### config.mk
export PLATFORM = sky130hd
export DESIGN_NAME = alu_multicycle_flat
export DESIGN_NICKNAME = d
export VERILOG_FILES = /design/src/rtl/alu_pkg.sv /design/src/rtl/alu_multicycle_if.sv /design/src/rtl/alu_muldiv.sv /design/src/rtl/alu_multicycle.sv /design/src/flat_wrapper.sv
export SDC_FILE = /design/constraint.sdc
export NUM_CORES = 2
export LEC_CHECK = 0
export BUFFER_PORTS_ARGS = -buffer_cell sky130_fd_sc_hd__buf_2
export CORE_ASPECT_RATIO = 1.2
export CORE_MARGIN = 2
export CORE_UTILIZATION = 45
export DETAILED_ROUTE_END_ITERATION = 6
export PLACE_DENSITY = 0.72
export SYNTH_ARGS = -nofsm -noshare
export SYNTH_HDL_FRONTEND = slang
export SYNTH_HIERARCHICAL = 1
export SYNTH_SLANG_ARGS = --single-unit
### constraint.sdc
create_clock -name clk -period 13.7 [get_ports clk]
set_input_delay 2.74 -clock clk [delete_from_list [all_inputs] [get_ports clk]]
set_output_delay 2.74 -clock clk [all_outputs]
set_load 0.02 [all_outputs]
### src/rtl/alu_pkg.sv
// rtl/alu_pkg.sv - opcodes, operand-source selects and mul/div FSM state for the multicycle ALU
package alu_pkg;

    localparam int ALU_CTRL_W = 5;

    localparam logic [ALU_CTRL_W-1:0]
        ALU_AND   = 5'b00000,
        ALU_OR    = 5'b00001,
        ALU_ADD   = 5'b00010,
        ALU_SUB   = 5'b00110,
        ALU_SLT   = 5'b00111,
        ALU_SLL   = 5'b01001,
        ALU_SRL   = 5'b01010,
        ALU_SRA   = 5'b01011,
        ALU_NOR   = 5'b01100,
        ALU_XOR   = 5'b01101,
        ALU_SLTU  = 5'b01110,
        ALU_MFHI  = 5'b10000,
        ALU_MFLO  = 5'b10001,
        ALU_MULTU = 5'b10100,
        ALU_MULT  = 5'b10101,
        ALU_DIVU  = 5'b10110,
        ALU_DIV   = 5'b10111;

    localparam logic SRC_A_PC  = 1'b0;
    localparam logic SRC_A_REG = 1'b1;

    localparam logic [1:0]
        SRC_B_REG     = 2'b00,
        SRC_B_INC     = 2'b01,
        SRC_B_IMM     = 2'b10,
        SRC_B_IMM_SH2 = 2'b11;

    typedef enum logic [1:0] {IDLE, RUN, FIN} md_state_t;

    function automatic logic is_muldiv(input logic [ALU_CTRL_W-1:0] ctrl);
        return ctrl inside {ALU_MULTU, ALU_MULT, ALU_DIVU, ALU_DIV};
    endfunction

endpackage

### src/rtl/alu_multicycle_if.sv
// rtl/alu_multicycle_if.sv - operand, control and result bundle between the core control and the ALU
interface alu_multicycle_if #(parameter int WIDTH = 32) ();
    import alu_pkg::*;

    logic [WIDTH-1:0]      inputA;
    logic [WIDTH-1:0]      inputB;
    logic [WIDTH-1:0]      signextend;
    logic [WIDTH-1:0]      pc;
    logic                  alu_src_A;
    logic [1:0]            alu_src_B;
    logic [ALU_CTRL_W-1:0] alu_control;
    logic                  start;
    logic [WIDTH-1:0]      alu_result;
    logic                  zero;
    logic                  overflow;
    logic                  busy;
    logic                  done;

    modport master (
        output inputA, inputB, signextend, pc, alu_src_A, alu_src_B, alu_control, start,
        input  alu_result, zero, overflow, busy, done
    );

    modport slave (
        input  inputA, inputB, signextend, pc, alu_src_A, alu_src_B, alu_control, start,
        output alu_result, zero, overflow, busy, done
    );
endinterface

### src/rtl/alu_muldiv.sv
// rtl/alu_muldiv.sv - iterative shift-add multiplier / restoring divider owning HI and LO
module alu_muldiv
    import alu_pkg::*;
#(
    parameter int WIDTH = 32
) (
    input  logic             clk,
    input  logic             reset,
    input  logic             start,
    input  logic [1:0]       op,
    input  logic [WIDTH-1:0] op_a,
    input  logic [WIDTH-1:0] op_b,
    output logic             busy,
    output logic             done,
    output logic [WIDTH-1:0] hi,
    output logic [WIDTH-1:0] lo
);
    localparam int CW = $clog2(WIDTH);

    md_state_t state, state_next;
    logic [CW-1:0] count;
    logic [WIDTH-1:0] acc_hi, acc_lo, operand, dividend, mag_a, mag_b;
    logic is_div, neg_q, neg_r, div_zero, a_neg, b_neg;
    logic load, step, finish;
    logic [WIDTH:0] add_sum, rem_shift, rem_diff;
    logic [2*WIDTH-1:0] product;

    always_ff @(posedge clk) begin
        if (reset) state <= IDLE;
        else       state <= state_next;
    end

    always_comb begin
        state_next = state;
        load       = 1'b0;
        step       = 1'b0;
        finish     = 1'b0;
        case (state)
            IDLE: if (start) begin
                load       = 1'b1;
                state_next = RUN;
            end
            RUN: begin
                step = 1'b1;
                if (count == '0) state_next = FIN;
            end
            FIN: begin
                finish     = 1'b1;
                state_next = IDLE;
            end
            default: state_next = IDLE;
        endcase
    end

    assign busy = (state != IDLE);

    // op[0] selects signed, op[1] selects divide; the core works on magnitudes
    always_comb begin
        a_neg     = op[0] & op_a[WIDTH-1];
        b_neg     = op[0] & op_b[WIDTH-1];
        mag_a     = a_neg ? -op_a : op_a;
        mag_b     = b_neg ? -op_b : op_b;
        add_sum   = {1'b0, acc_hi} + (acc_lo[0] ? {1'b0, operand} : '0);
        rem_shift = {acc_hi, acc_lo[WIDTH-1]};
        rem_diff  = rem_shift - {1'b0, operand};
        product   = {acc_hi, acc_lo};
    end

    always_ff @(posedge clk) begin
        if (reset) begin
            acc_hi   <= '0;
            acc_lo   <= '0;
            operand  <= '0;
            dividend <= '0;
            count    <= '0;
            is_div   <= 1'b0;
            neg_q    <= 1'b0;
            neg_r    <= 1'b0;
            div_zero <= 1'b0;
            hi       <= '0;
            lo       <= '0;
            done     <= 1'b0;
        end else begin
            done <= finish;
            if (load) begin
                acc_hi   <= '0;
                acc_lo   <= mag_a;
                operand  <= mag_b;
                dividend <= op_a;
                count    <= CW'(WIDTH - 1);
                is_div   <= op[1];
                neg_q    <= a_neg ^ b_neg;
                neg_r    <= a_neg;
                div_zero <= (op_b == '0);
            end else if (step) begin
                count <= count - CW'(1);
                if (is_div) begin
                    // borrow out of the trial subtract means the divisor did not fit
                    acc_hi <= rem_diff[WIDTH] ? rem_shift[WIDTH-1:0] : rem_diff[WIDTH-1:0];
                    acc_lo <= {acc_lo[WIDTH-2:0], ~rem_diff[WIDTH]};
                end else begin
                    acc_hi <= add_sum[WIDTH:1];
                    acc_lo <= {add_sum[0], acc_lo[WIDTH-1:1]};
                end
            end
            if (finish) begin
                if (!is_div) begin
                    {hi, lo} <= neg_q ? -product : product;
                end else if (div_zero) begin
                    hi <= dividend;
                    lo <= '1;
                end else begin
                    hi <= neg_r ? -acc_hi : acc_hi;
                    lo <= neg_q ? -acc_lo : acc_lo;
                end
            end
        end
    end
endmodule

### src/rtl/alu_multicycle.sv
// rtl/alu_multicycle.sv - registered datapath ALU with operand muxing and an attached mul/div engine
module alu_multicycle
    import alu_pkg::*;
#(
    parameter int WIDTH   = 32,
    parameter int PC_INC  = 1,
    parameter int SHAMT_W = 5
) (
    input  logic          clk,
    input  logic          reset,
    alu_multicycle_if.slave bus
);
    logic [WIDTH-1:0]   in1, in2, sum, diff, result_next, result_q, hi, lo;
    logic [SHAMT_W-1:0] shamt;
    logic               overflow_next, overflow_q, zero_q;

    always_comb begin
        in1 = bus.inputA;
        case (bus.alu_src_A)
            SRC_A_PC:  in1 = bus.pc;
            SRC_A_REG: in1 = bus.inputA;
            default:   in1 = bus.inputA;
        endcase
        case (bus.alu_src_B)
            SRC_B_REG:     in2 = bus.inputB;
            SRC_B_INC:     in2 = WIDTH'(PC_INC);
            SRC_B_IMM:     in2 = bus.signextend;
            SRC_B_IMM_SH2: in2 = bus.signextend << 2;
            default:       in2 = bus.inputB;
        endcase
        sum   = in1 + in2;
        diff  = in1 - in2;
        shamt = in1[SHAMT_W-1:0];
    end

    always_comb begin
        result_next   = '0;
        overflow_next = 1'b0;
        case (bus.alu_control)
            ALU_ADD: begin
                result_next   = sum;
                overflow_next = (in1[WIDTH-1] == in2[WIDTH-1]) && (sum[WIDTH-1] != in1[WIDTH-1]);
            end
            ALU_SUB: begin
                result_next   = diff;
                overflow_next = (in1[WIDTH-1] != in2[WIDTH-1]) && (diff[WIDTH-1] != in1[WIDTH-1]);
            end
            ALU_AND:  result_next = in1 & in2;
            ALU_OR:   result_next = in1 | in2;
            ALU_NOR:  result_next = ~(in1 | in2);
            ALU_XOR:  result_next = in1 ^ in2;
            ALU_SLL:  result_next = in2 << shamt;
            ALU_SRL:  result_next = in2 >> shamt;
            ALU_SRA:  result_next = $unsigned($signed(in2) >>> shamt);
            ALU_SLT:  result_next = {{(WIDTH-1){1'b0}}, $signed(in1) < $signed(in2)};
            ALU_SLTU: result_next = {{(WIDTH-1){1'b0}}, in1 < in2};
            ALU_MFHI: result_next = hi;
            ALU_MFLO: result_next = lo;
            // mul/div results land in HI/LO; the visible result is left alone
            ALU_MULTU, ALU_MULT, ALU_DIVU, ALU_DIV: result_next = result_q;
            default:  result_next = '0;
        endcase
    end

    always_ff @(posedge clk) begin
        if (reset) begin
            result_q   <= '0;
            zero_q     <= 1'b1;
            overflow_q <= 1'b0;
        end else begin
            result_q   <= result_next;
            zero_q     <= (result_next == '0);
            overflow_q <= overflow_next;
        end
    end

    assign bus.alu_result = result_q;
    assign bus.zero       = zero_q;
    assign bus.overflow   = overflow_q;

    alu_muldiv #(.WIDTH(WIDTH)) u_muldiv (
        .clk   (clk),
        .reset (reset),
        .start (bus.start & is_muldiv(bus.alu_control)),
        .op    (bus.alu_control[1:0]),
        .op_a  (in1),
        .op_b  (in2),
        .busy  (bus.busy),
        .done  (bus.done),
        .hi    (hi),
        .lo    (lo)
    );
endmodule
### src/flat_wrapper.sv
// flat-port wrapper written by rule: the top's interface ports become plain ports
module alu_multicycle_flat import alu_pkg::*;
#(
    parameter int WIDTH   = 32,
    parameter int PC_INC  = 1,
    parameter int SHAMT_W = 5
)
  (clk, reset, bus_inputA, bus_inputB, bus_signextend, bus_pc, bus_alu_src_A, bus_alu_src_B, bus_alu_control, bus_start, bus_alu_result, bus_zero, bus_overflow, bus_busy, bus_done);
  alu_multicycle_if #(.WIDTH(WIDTH)) bus_i ();
  input  logic clk;
  input  logic reset;
  input wire logic [$bits(bus_i.inputA)-1:0] bus_inputA;
  input wire logic [$bits(bus_i.inputB)-1:0] bus_inputB;
  input wire logic [$bits(bus_i.signextend)-1:0] bus_signextend;
  input wire logic [$bits(bus_i.pc)-1:0] bus_pc;
  input wire logic [$bits(bus_i.alu_src_A)-1:0] bus_alu_src_A;
  input wire logic [$bits(bus_i.alu_src_B)-1:0] bus_alu_src_B;
  input wire logic [$bits(bus_i.alu_control)-1:0] bus_alu_control;
  input wire logic [$bits(bus_i.start)-1:0] bus_start;
  output wire logic [$bits(bus_i.alu_result)-1:0] bus_alu_result;
  output wire logic [$bits(bus_i.zero)-1:0] bus_zero;
  output wire logic [$bits(bus_i.overflow)-1:0] bus_overflow;
  output wire logic [$bits(bus_i.busy)-1:0] bus_busy;
  output wire logic [$bits(bus_i.done)-1:0] bus_done;
  assign bus_i.inputA = bus_inputA;
  assign bus_i.inputB = bus_inputB;
  assign bus_i.signextend = bus_signextend;
  assign bus_i.pc = bus_pc;
  assign bus_i.alu_src_A = bus_alu_src_A;
  assign bus_i.alu_src_B = bus_alu_src_B;
  assign bus_i.alu_control = bus_alu_control;
  assign bus_i.start = bus_start;
  assign bus_alu_result = bus_i.alu_result;
  assign bus_zero = bus_i.zero;
  assign bus_overflow = bus_i.overflow;
  assign bus_busy = bus_i.busy;
  assign bus_done = bus_i.done;
  alu_multicycle #(.WIDTH(WIDTH), .PC_INC(PC_INC), .SHAMT_W(SHAMT_W)) u_core (.clk(clk), .reset(reset), .bus(bus_i));
endmodule
==> summary.md <==
| Metric | Value |
|---|---|
| Cell taking the most area after synthesis | `dfxtp_1` |
| Setup CP Type | `in -> reg` |
| Number of distinct library cells after synthesis | `100` |
| Resize count post-CTS | `0` |
| Finish-stage setup viols | `0` |
| Hold_sp | `u_core/u_muldiv/dividend[0]` |
| Die W | `229 um` |
| Clk_skew | `19.8 ps` |
| Synth top area cells | `dfxtp_1 17%, ha_1 8.0%, a21oi_1 6.2%` |
| Commonest cells post-synth | `443 x nor2_1, 385 x nand2_1, 337 x a21oi_1, 264 x o21ai_0, 238 x dfxtp_1` |
| GRT Util Overall | `0.407` |
| Leakage power | `11.8 nW` |
| Hold Path Class | `reg -> reg` |
| Io pins | `175` |
| Place WS | `5000 ps` |
| Worst-Skew Late Latency | `610 ps` |
| Std-Cell Rows | `98` |
| Slew margin rel. | `-0.0916` |
| Clock transition at path regs | `60 ps` |
| Syn nets | `4213` |
| Avg WL per Cell | `28.2 um` |
| Fmax | `119 MHz` |
| Utilization after layout | `0.495` |
| PortBufs | `174` |
| Avg Cell Area, Syn | `7.01 um^2` |
| DR iter-0 viols | `4896` |
| Hold-fix buffers, CTS | `0` |
| VDD IR max | `99.9 uV` |
| Post-route clock period utilization | `0.613` |
| Final hold vios | `0` |
| Clk root buf | `clkbuf_16` |
| CP endpoint kind | `flip-flop` |
| Drc violations | `9` |
| Number of instances in the placed design | `4656` |
| Worst Max-Slew Pin Slew | `1630 ps` |
| Final GP Congestion | `1.05` |
| Post-synthesis cell count | `3895` |
| Final min period | `8400 ps` |
| Final net count | `4204` |
| Failing checks | `DRC, capacitance limit, slew limit` |
| Top-count cell post-synth | `nor2_1` |
| H-tree Lvls | `1` |
| Seq/Total Area, Yosys | `0.175` |
| Synthesized flop and latch total | `238` |
| Total number of vias | `32100` |
| Most used DFF post-synth | `dfxtp_1` |
| Critical-path maximum fanout | `51` |
| Post-CTS Setup Bufs | `0` |
| Top-area cell type share of the netlist area | `0.175` |
| Setup TNS | `0 ps` |
| Initial core utilization | `0.456` |
| DR vias/cell | `6.82` |
| Synthesis Warnings | `6` |
| Outcome | `finished with violations` |
| CTS tree | `done` |
| Hold slack final | `457 ps` |
| Core ar. | `59800 um^2` |
| WP data required | `14220 ps` |
| Initial antenna violation count | `6` |
| Synth Cell Area | `27300 um^2` |
| Final WL | `133 mm` |
| Final Max Tran Viols | `12` |
| Clock sink count | `238` |
| Gr ovfl total | `0` |
| Synth async-reset ratio | `0` |
| Total die area | `62600 um^2` |
| RSZ-0062 raised after global routing | `no` |
| First-pass GRT wire length | `194 mm` |
| CTS buffer count | `28` |
| Ratio of cells with drive above 1 in the final layout | `0.102` |
| Routed Antenna Nets | `0` |
| Post-DP HPWL | `100 mm` |
| MaxCap Viol Count | `1` |
| Largest net degree at the start of global routing | `157` |
| Critical Path AT | `8920 ps` |
| Max Root-Sink Buffers | `3` |
| Layout Cells excl Fill | `4711` |
| EDFF count, synth | `0` |
| Worst reg2reg startpoint | `u_core/u_muldiv/acc_lo[0]` |
| Area delta synth->final | `8.44%` |
| Worst setup startpoint | `bus_alu_src_A` |
| Startpoint Class | `input pin` |
| Drt pass-1 iters | `7` |
| Vias in the first global route | `29200` |
| Worst setup margin | `5300 ps` |
| Die H | `274 um` |
| P per Cell Area | `89.1 nW/um^2` |
[critical path, stage by stage]
cell and delay, ps:
buf_2 80, buf_4 460, mux2i_4 310, buf_4 310, buf_4 570, inv_2 240
ha_1 290, a221oi_1 380, a21oi_1 180, o22ai_1 510, o21ai_0 420, mux2i_1 210
a22oi_1 520, nor4bb_1 760, o2111ai_1 210, nor3_1 250, nand4_1 170, o31ai_1 250
[power by group]
group	internal [W]	switching, W
Sequential	0.000717	0.0000406
Combinational	0.000350	0.000754
Clock	0.000436	0.000341
Total	0.00150	0.00114
[sequential cells by signal, summed over array words and instances (netlist names), 2 cells and up]
register and flops:
u_core/u_muldiv/acc_lo 32, u_core/bus.alu_result 32, u_core/u_muldiv/dividend 32, u_core/u_muldiv/acc_hi 32
u_core/u_muldiv/hi 32, u_core/u_muldiv/operand 32, u_core/u_muldiv/state 2, u_core/u_muldiv/count 5
u_core/u_muldiv/lo 32
[metal layers]
metal  wire length, um  track usage  part of all wire
met1             53000        0.534              0.40
met2             56300        0.618              0.42
met3             13800       0.0683              0.10
met4              9650        0.259             0.073
met5                23            0           0.00017
[layout by cell type (no fill, tap or decap), drive strengths merged, types with 118 or more instances in the layout]
cell    count
nand3     120
mux2i     141
a21oi     337
buf       262
o21ai     291
dfxtp     238
o211ai    120
xnor2     118
nor2      445
nand2     385
ha        175
inv       154
[metrics by stage]
stage	area, um^2	total power, W
after floorplan	27300	0.00146
after global placement	28700	0.00183
after detailed placement	28700	0.00182
after CTS	29600	0.00260
after global routing	29600	0.00273
final	29600	0.00264
[cell type report]
class	instances	area, um^2
Multi-Input combinational cell	3201	20800
Clock buffer	41	830
Antenna cell	7	17.5
Timing Repair Buffer	262	1550
Fill cell	6221	30200
Tap cell	800	1000
Inverter	155	582
Clock inverter	7	87.6
Sequential cell	238	4770
[logic make-up (layout without fill, tap and decap cells)]
logic type               count (synthesis)  after routing  synth area share
AO/OA/AOI/OAI                         1372           1372             0.332
XOR/XNOR                               194            194            0.0623
adder cells (fa/ha/maj)                179            179            0.0832
buffers and inverters                  456            465            0.0676
flip-flops                             238            238             0.175
multiplexers                           166            166            0.0667
other                                    0              7                 0
AND/OR/NAND/NOR                       1290           1290             0.213
[final timing paths]
path	end	slack (ps)	cells past startpoint
worst max-delay path	u_core/bus.zero	5300	18
worst min-delay path	u_core/u_muldiv/dividend[0]	460	2
worst max register to register	u_core/u_muldiv/acc_hi[27]	9360	15
worst min register to register	u_core/u_muldiv/dividend[0]	460	2
No activity file was read; power rests on OpenSTA's default activity.
